[src/rtl/sid_pot_scanner.sv]
// sid_pot_scanner: SID paddle (POTX/POTY) measurement.
// A 512-cycle period at the 1 MHz SID rate: 256 cycles discharging the paddle
// capacitors, then 256 cycles counting until each axis crosses threshold.
// Each axis result comes either from a synchronized external comparator or
// from an emulated paddle value, selected once per period.
module sid_pot_scanner #(
    parameter int SYNC_STAGES = 2
) (
    input  logic       clk32,
    input  logic       reset,
    input  logic       ce_1m,
    input  logic       use_pad,
    input  logic [7:0] pad_x,
    input  logic [7:0] pad_y,
    input  logic       cmp_x,
    input  logic       cmp_y,
    output logic       dump,
    output logic [7:0] pot_x,
    output logic [7:0] pot_y,
    output logic       pot_valid
);

    // The measurement state is simply the top bit of the phase counter.
    typedef enum logic {
        ST_DUMP   = 1'b0,
        ST_CHARGE = 1'b1
    } state_t;

    logic [8:0]             phase_r;
    logic [8:0]             phase_inc_s;
    state_t                 state_s;
    logic                   mode_latched_r;
    logic                   phase_end_r;
    logic [SYNC_STAGES-1:0] sync_x_r;
    logic [SYNC_STAGES-1:0] sync_y_r;
    logic [7:0]             cnt_x_r;
    logic [7:0]             cnt_y_r;
    logic                   fired_x_r;
    logic                   fired_y_r;
    logic                   hit_x_s;
    logic                   hit_y_s;
    logic [7:0]             cnt_x_nxt_s;
    logic [7:0]             cnt_y_nxt_s;
    logic                   fired_x_nxt_s;
    logic                   fired_y_nxt_s;

    // One CHARGE step for an axis: {fired, counter}. A fired axis holds
    // regardless of the comparator, so bounce after threshold is ignored;
    // an unfired axis counts up and sticks at 255 instead of wrapping.
    function automatic logic [8:0] axis_step(input logic       fired,
                                             input logic [7:0] cnt,
                                             input logic       hit);
        logic [8:0] nxt;
        if (fired) begin
            nxt = {1'b1, cnt};
        end else if (hit) begin
            nxt = {1'b1, cnt};
        end else if (cnt == 8'd255) begin
            nxt = {1'b0, cnt};
        end else begin
            nxt = {1'b0, cnt + 8'd1};
        end
        return nxt;
    endfunction

    assign phase_inc_s = phase_r + 9'd1;
    assign state_s     = state_t'(phase_r[8]);

    // Effective comparator per axis and the resulting next axis state.
    always_comb begin
        hit_x_s = 1'b0;
        hit_y_s = 1'b0;
        if (mode_latched_r) begin
            hit_x_s = (cnt_x_r >= pad_x);
            hit_y_s = (cnt_y_r >= pad_y);
        end else begin
            hit_x_s = sync_x_r[SYNC_STAGES-1];
            hit_y_s = sync_y_r[SYNC_STAGES-1];
        end
        {fired_x_nxt_s, cnt_x_nxt_s} = axis_step(fired_x_r, cnt_x_r, hit_x_s);
        {fired_y_nxt_s, cnt_y_nxt_s} = axis_step(fired_y_r, cnt_y_r, hit_y_s);
    end

    // Comparator synchronizers, free-running on clk32 so that the asynchronous
    // comparator is settled by the time the next ce_1m samples it.
    always_ff @(posedge clk32) begin
        if (reset) begin
            sync_x_r <= '0;
            sync_y_r <= '0;
        end else begin
            sync_x_r <= {sync_x_r[SYNC_STAGES-2:0], cmp_x};
            sync_y_r <= {sync_y_r[SYNC_STAGES-2:0], cmp_y};
        end
    end

    // Phase sequencing, per-axis measurement and result publication.
    always_ff @(posedge clk32) begin
        if (reset) begin
            phase_r        <= 9'd0;
            dump           <= 1'b1;
            mode_latched_r <= 1'b0;
            phase_end_r    <= 1'b0;
            cnt_x_r        <= 8'd0;
            cnt_y_r        <= 8'd0;
            fired_x_r      <= 1'b0;
            fired_y_r      <= 1'b0;
            pot_x          <= 8'hFF;
            pot_y          <= 8'hFF;
            pot_valid      <= 1'b0;
        end else begin
            // Results are published one clk32 after the phase-511 step.
            phase_end_r <= ce_1m && (phase_r == 9'd511);
            if (ce_1m) begin
                phase_r <= phase_inc_s;
                dump    <= ~phase_inc_s[8];
                case (state_s)
                    ST_DUMP: begin
                        cnt_x_r   <= 8'd0;
                        cnt_y_r   <= 8'd0;
                        fired_x_r <= 1'b0;
                        fired_y_r <= 1'b0;
                        if (phase_r == 9'd255) begin
                            mode_latched_r <= use_pad;
                        end else begin
                            mode_latched_r <= mode_latched_r;
                        end
                    end
                    ST_CHARGE: begin
                        cnt_x_r   <= cnt_x_nxt_s;
                        cnt_y_r   <= cnt_y_nxt_s;
                        fired_x_r <= fired_x_nxt_s;
                        fired_y_r <= fired_y_nxt_s;
                    end
                    default: begin
                        cnt_x_r   <= 8'd0;
                        cnt_y_r   <= 8'd0;
                        fired_x_r <= 1'b0;
                        fired_y_r <= 1'b0;
                    end
                endcase
            end else begin
                phase_r <= phase_r;
            end
            if (phase_end_r) begin
                pot_x     <= cnt_x_r;
                pot_y     <= cnt_y_r;
                pot_valid <= 1'b1;
            end else begin
                pot_valid <= 1'b0;
            end
        end
    end

endmodule

[config.mk]
export PLATFORM = sky130hd
export DESIGN_NAME = sid_pot_scanner
export DESIGN_NICKNAME = d
export VERILOG_FILES = /design/src/rtl/sid_pot_scanner.sv
export SDC_FILE = /design/constraint.sdc
export NUM_CORES = 1
export LEC_CHECK = 0
export CORE_ASPECT_RATIO = 0.6
export CORE_MARGIN = 4
export CORE_UTILIZATION = 45
export CTS_CLUSTER_SIZE = 10
export DETAILED_ROUTE_END_ITERATION = 8
export GPL_ROUTABILITY_DRIVEN = 0
export GPL_TIMING_DRIVEN = 1
export PLACE_DENSITY = 0.69
export SYNTH_ARGS = -nofsm -noshare
export SYNTH_HDL_FRONTEND = slang
export SYNTH_SLANG_ARGS = --single-unit
[constraint.sdc]
create_clock -name clk32 -period 5.61 [get_ports clk32]
set_input_delay 1.4025 -clock clk32 [delete_from_list [all_inputs] [get_ports clk32]]
set_output_delay 1.4025 -clock clk32 [all_outputs]
set_load 0.005 [all_outputs]
==> reports/qor.txt, run 1 <==
grt total ovfl = 0
Synth Area in Simple Gates = 21.8%
P_leak = 1.32 nW
register area share after synthesis = 40.2%
clock edge transition at the registers on the reported setup and hold paths = 0.09 ns
CTS Hold Bufs = 0
Worst-Margin Slew = 1.10 ns
CP Data Required Time = 5.84 ns
buffer count from post-CTS setup fixing = 0
DRT antenna net count = 0
clock root cell = clkbuf_8
Total Power = 0.674 mW
CTS tree = yes
NumNets Final = 364
crit path max-delay cell type = clkdlybuf4s50_1
Top Ports = 40
Initial Util = 48.3%
initial antenna violation count = 0
pins over their slew limit = 0
vias after detailed routing = 2083
Overall Global Routing Usage = 16.6%
post-route cell area = 3080 um^2
die height = 66.2 um
prevailing post-synth register cell = dfxtp_1
largest family of logic cells by synthesized area = simple AND/OR/NAND/NOR gates
leading cell types by count after synthesis = dfxtp_1 (51), nor2b_1 (29), inv_1 (22)
most common cell in the netlist = dfxtp_1
Yosys top cell by area = dfxtp_1
post-synthesis mux area share = 0.394%
DR WL/cell = 14.6 um
number of gates resized after CTS = 0
Core Util, Final = 58.7%
ant diodes = 0
syn nets = 327
endpoints failing hold = 0
Critical Path AT = 3.72 ns
DP Cell Count = 380
DP Area = 2980 um^2
H-tree Lvls = 2
fmax = 287 MHz
Non-Filler Instances = 387
startpoint types = primary input
worst min path class = flip-flop to flip-flop
DIE AREA = 6950 um^2
WP buf/inv = 2
clk buf depth = 2
number of synthesized flops with an enable pin = 0
DP Wirelength = 4340 um
unrepaired setup endpoints after global routing = no
worst path cell trace = clkdlybuf4s50_1, inv_1, ha_1, and3_4, a221oi_2, o22ai_2, or3_1, or3_1, o21ai_1
fin crit period = 3.49 ns
worst skew pair latency = 0.30 ns
CP top delay family = simple AND/OR/NAND/NOR gates
port buffer count = 39
Max VDD drop = 0.119 mV
initial DRC count = 75
Final Cycle Share = 62.2%
DRC = 0
Max Cap Violations = 0
CP max FO = 8
final wirelength = 5660 um
Synth Area in XOR/XNOR = 1.38%
num rows = 20
pwr dens = 219 nW/um^2
clk sinks = 51
Die X = 105 um
synth top area cells = dfxtp_1 (40%), ha_1 (10%), nor2b_1 (7.1%), a211o_1 (6.2%), inv_1 (3.3%)
Avg Inst Size Synth = 8.94 um^2
layout cells sized above 1 = 4.36%
Synth Register Bits = 51
setup_tns = 0 ns
vias per cell = 5.38
Yosys top cell area share = 40.2%
Slew HR = 26.9%
synth unique cells = 42
Syn Inst Count = 284
Inserted Clock Buffers = 5
Setup violations, final = 0
clock skew = 0.00452 ns
area of the mapped netlist = 2540 um^2
Critical Path Max Stage Delay = 0.46 ns
Core Area = 5260 um^2
ys async rst share = 0%
Synth Area in Adders = 10.3%
first-pass GRT wire length = 9160 um
largest net degree at the start of global routing = 34
Synth Area in Compound Gates = 21.1%
Initial DRT Pass Iterations = 4
Most common cell on crit path = or3_1
Critical Path End Type = flip-flop
area grow syn2layout = 21.4%
vias in the first global route = 1815
yosys warns = 0
status = complete, no violations
CP Class = primary input to flip-flop
## cell families (layout without fill, tap and decap cells)
kind of cell | count (synthesis) | in the layout
adder cells (fa/ha/maj) | 21 | 21
flip-flops | 51 | 51
AND/OR/NAND/NOR | 102 | 102
multiplexers | 1 | 1
XOR/XNOR | 4 | 4
AO/OA/AOI/OAI | 73 | 73
buffers and inverters | 32 | 69
## path summary, 6_finish.rpt
kind | startpoint | endpoint | slack, ns | cells past startpoint
worst max-delay path | pad_y[7] | cnt_y_r[0] | 2.12 | 9
worst min-delay path | sync_x_r[0] | sync_x_r[1] | 0.45 | 1
worst max register to register | cnt_y_r[6] | cnt_y_r[0] | 3.30 | 7
worst min register to register | sync_x_r[0] | sync_x_r[1] | 0.45 | 1
## flip-flops by register name, summed over array words and instances, names as in the netlist, 2 cells and up
signal and count:
cnt_y_r 8, sync_y_r 2, cnt_x_r 8, phase_r 9, sync_x_r 2, pot_y 8, pot_x 8
## stage by stage
stage	setup WS, ns	hold WS (ns)
floorplan	2.43	0.414
global placement	1.89	0.417
detailed placement	1.83	0.438
CTS	2.13	0.460
global route	1.94	0.476
finish	2.12	0.452
## per-layer routing
metal | global-route usage (%) | vias up | wire length, um
met1 | 26.2 | 946 | 3290
met5 | 0 | - | 0
met3 | 4.49 | 2 | 285
met2 | 21.8 | 50 | 2070
met4 | 3.60 | 0 | 14
li1 | - | 1085 | -
## cells in the final DEF (no fill, tap or decap), types with 4 or more instances in the layout
master / Yosys / layout
a21o_1: 4 / 4
nor3_1: 4 / 4
clkbuf_8: 0 / 5
or3_1: 5 / 5
and3_1: 6 / 6
inv_1: 22 / 22
nand2_1: 16 / 16
a21oi_1: 14 / 14
nand4_1: 4 / 4
nor2b_1: 29 / 29
dfxtp_1: 51 / 51
ha_1: 21 / 21
a211o_1: 18 / 18
clkdlybuf4s50_1: 0 / 39
o21ai_1: 8 / 8
nand3_1: 9 / 9
o21ai_0: 6 / 6
nor2_1: 16 / 16
nand2b_1: 4 / 4
## worst reg2reg max path, stage by stage, from the launching register on
cell	delay, ns
dfxtp_1	0.48
ha_1	0.30
and3_4	0.16
a221oi_2	0.27
o22ai_2	0.16
or3_1	0.46
or3_1	0.34
o21ai_1	0.08
## layout make-up
cell class / instances / area [um^2]
clock buffers: 6 / 72.6
fillers: 470 / 2170
repair buffers: 40 / 398
well taps: 66 / 82.6
inverters: 22 / 82.6
flip-flops and latches: 51 / 1020
clock inverters: 1 / 30.0
multi-input cells: 201 / 1400
## power breakdown
| group | switching, mW | internal, mW | total (mW) |
|---|---|---|---|
| sequential | 0.00387 | 0.366 | 0.370 |
| clock | 0.117 | 0.131 | 0.248 |
| combinational | 0.0269 | 0.0285 | 0.0554 |
| total | 0.148 | 0.526 | 0.674 |
(Power assumes the default switching activity.)
==> run 2, diff against run 1 <==
--- a/config.mk
+++ b/config.mk
@@ -12,7 +12,7 @@
 export DETAILED_ROUTE_END_ITERATION = 8
 export GPL_ROUTABILITY_DRIVEN = 0
 export GPL_TIMING_DRIVEN = 1
-export PLACE_DENSITY = 0.69
+export PLACE_DENSITY = 0.71
 export SYNTH_ARGS = -nofsm -noshare
 export SYNTH_HDL_FRONTEND = slang
 export SYNTH_SLANG_ARGS = --single-unit
==> constraint.sdc (replaced) <==
create_clock -name clk32 -period 3.05 [get_ports clk32]
set_input_delay 0.7625 -clock clk32 [delete_from_list [all_inputs] [get_ports clk32]]
set_output_delay 0.7625 -clock clk32 [all_outputs]
set_load 0.005 [all_outputs]
==> run 2 against run 1 <==
Against the previous run:
- non-clock buffer count grew 9
- final cell count grew 2.6%
- die area is the same
- clock power grew 120%
- cell area grew 3.2%
- count of clock-buffer cells in the layout is the same
- highest routed layer unchanged
==> reports/qor.txt, run 2 (same netlist as run 1, synthesis figures left out) <==
Hold WS = 0.448 ns
Initial Util = 48.3%
initial DRC count = 214
Critical Path Max Stage Delay = 0.45 ns
H-tree Lvls = 2
initial antenna violation count = 0
CP max FO = 8
Initial DRT Pass Iterations = 4
Top Ports = 40
Setup Slack @ Placement = -0.0233 ns
clock skew = 0.00513 ns
Register-to-Register Path Depth = 7
Worst-Margin Slew = 0.794 ns
endpoints failing hold = 0
num rows = 20
DIE AREA = 6950 um^2
die height = 66.2 um
commonest non-fill, non-tap cell in the layout = dfxtp_1
fmax = 361 MHz
fin crit period = 2.77 ns
status = complete, no violations
reg2reg start = cnt_y_r[5]
reg2reg end = cnt_y_r[0]
post-route cell area = 3180 um^2
area grow syn2layout = 25.3%
# fillers = 452
port buffer count = 39
CTS tree = yes
clock root cell = clkbuf_8
Largest Register = phase_r
CP top delay family = simple AND/OR/NAND/NOR gates
layout cells sized above 1 = 7.25%
Critical Path AT = 3.01 ns
final wirelength = 5470 um
Largest register FFs = 9
Core Area = 5260 um^2
DP Wirelength = 4230 um
Total Power = 1.33 mW
Final Cycle Share = 90.9%
Most common cell on crit path = or3_1
worst path cell trace = clkdlybuf4s50_1, inv_1, ha_1, and3_4, a221oi_2, o22ai_2, or3_1, or3_1, o21ai_1
WP buf/inv = 2
worst skew pair latency = 0.29 ns
number of gates resized after CTS = 0
DR WL/cell = 13.8 um
clk sinks = 51
DRT antenna net count = 0
Die X = 105 um
DRC = 0
vias in the first global route = 1831
largest net degree at the start of global routing = 31
worst min path class = flip-flop to flip-flop
crit path max-delay cell type = clkdlybuf4s50_1
Max Cap Violations = 0
ant diodes = 0
post-route setup slack = 0.278 ns
CP Class = primary input to flip-flop
Hold EP = sync_y_r[1]
NumNets Final = 373
CTS Hold Bufs = 0
clk buf depth = 2
hold depth = 1
Slew HR = 47.0%
P_leak = 1.38 nW
first-pass GRT wire length = 9290 um
most frequent cells in the layout = dfxtp_1 (51), clkdlybuf4s50_1 (39), nor2b_1 (29)
buffer count from post-CTS setup fixing = 0
grt total ovfl = 0
vias after detailed routing = 2122
unrepaired setup endpoints after global routing = no
pwr dens = 417 nW/um^2
DP Area = 3050 um^2
Critical Path End Type = flip-flop
Setup violations, final = 0
startpoint types = primary input
CP Data Required Time = 3.29 ns
Inserted Clock Buffers = 5
vias per cell = 5.35
clock edge transition at the registers on the reported setup and hold paths = 0.09 ns
HP Start = sync_y_r[0]
Overall Global Routing Usage = 16.8%
flop-to-flop setup slack = 0.82 ns
Max VDD drop = 0.278 mV
pins over their slew limit = 0
## run 2: cell types whose count changed in the layout (fill, tap and decap cells not counted)
cell and delta:
buf_4 +9, bufinv_16 +1
## run 2: per-layer routing
layer / wire [um] / track usage [%]
met3: 348 / 4.49
met4: 15 / 3.93
met2: 1930 / 21.8
met5: 0 / 0
met1: 3170 / 26.5
## run 2: how the worst max path moves through the flow
| stage | from | endpoint | slack (ns) | cells past startpoint |
|---|---|---|---|---|
| after floorplan | pad_y[7] | cnt_y_r[0] | 0.51 | 9 |
| after global placement | pad_y[7] | cnt_y_r[2] | 0.008 | 9 |
| after detailed placement | pad_y[2] | cnt_y_r[0] | -0.02 | 9 |
| after CTS | pad_y[2] | cnt_y_r[0] | 0.29 | 9 |
| after global routing | pad_y[2] | cnt_y_r[2] | 0.10 | 9 |
| final | pad_y[7] | cnt_y_r[0] | 0.28 | 9 |
## run 2: area by class of cell
cell class | instances | area [um^2] | share of cell area (%)
timing repair buffer | 49 | 465 | 14.6
clock inverter | 2 | 60.1 | 1.89
sequential | 51 | 1020 | 32.1
clock buffer | 6 | 72.6 | 2.28
multi-input combinational | 201 | 1400 | 43.9
inverter | 22 | 82.6 | 2.60
tap | 66 | 82.6 | 2.60
## run 2: power breakdown
| group | switching, mW | internal, mW |
|---|---|---|
| combinational | 0.0495 | 0.0567 |
| sequential | 0.00710 | 0.674 |
| clock | 0.212 | 0.328 |
| total | 0.268 | 1.06 |
## run 2: per-stage QoR
step	std cells	TNS, ns	util [%]
after floorplan	284	0	-
after global placement	389	0	58.0
after detailed placement	389	-0.0620	58.0
after CTS	397	0	60.5
after global routing	397	0	60.5
final	397	0	60.5
==> run 3, diff against run 2 <==
--- a/config.mk
+++ b/config.mk
@@ -13,6 +13,7 @@
 export GPL_ROUTABILITY_DRIVEN = 0
 export GPL_TIMING_DRIVEN = 1
 export PLACE_DENSITY = 0.71
+export SKIP_LAST_GASP = 1
 export SYNTH_ARGS = -nofsm -noshare
 export SYNTH_HDL_FRONTEND = slang
 export SYNTH_SLANG_ARGS = --single-unit
==> results of run 3 <==
Final layout, timing and power as in run 2 (identical DEF).
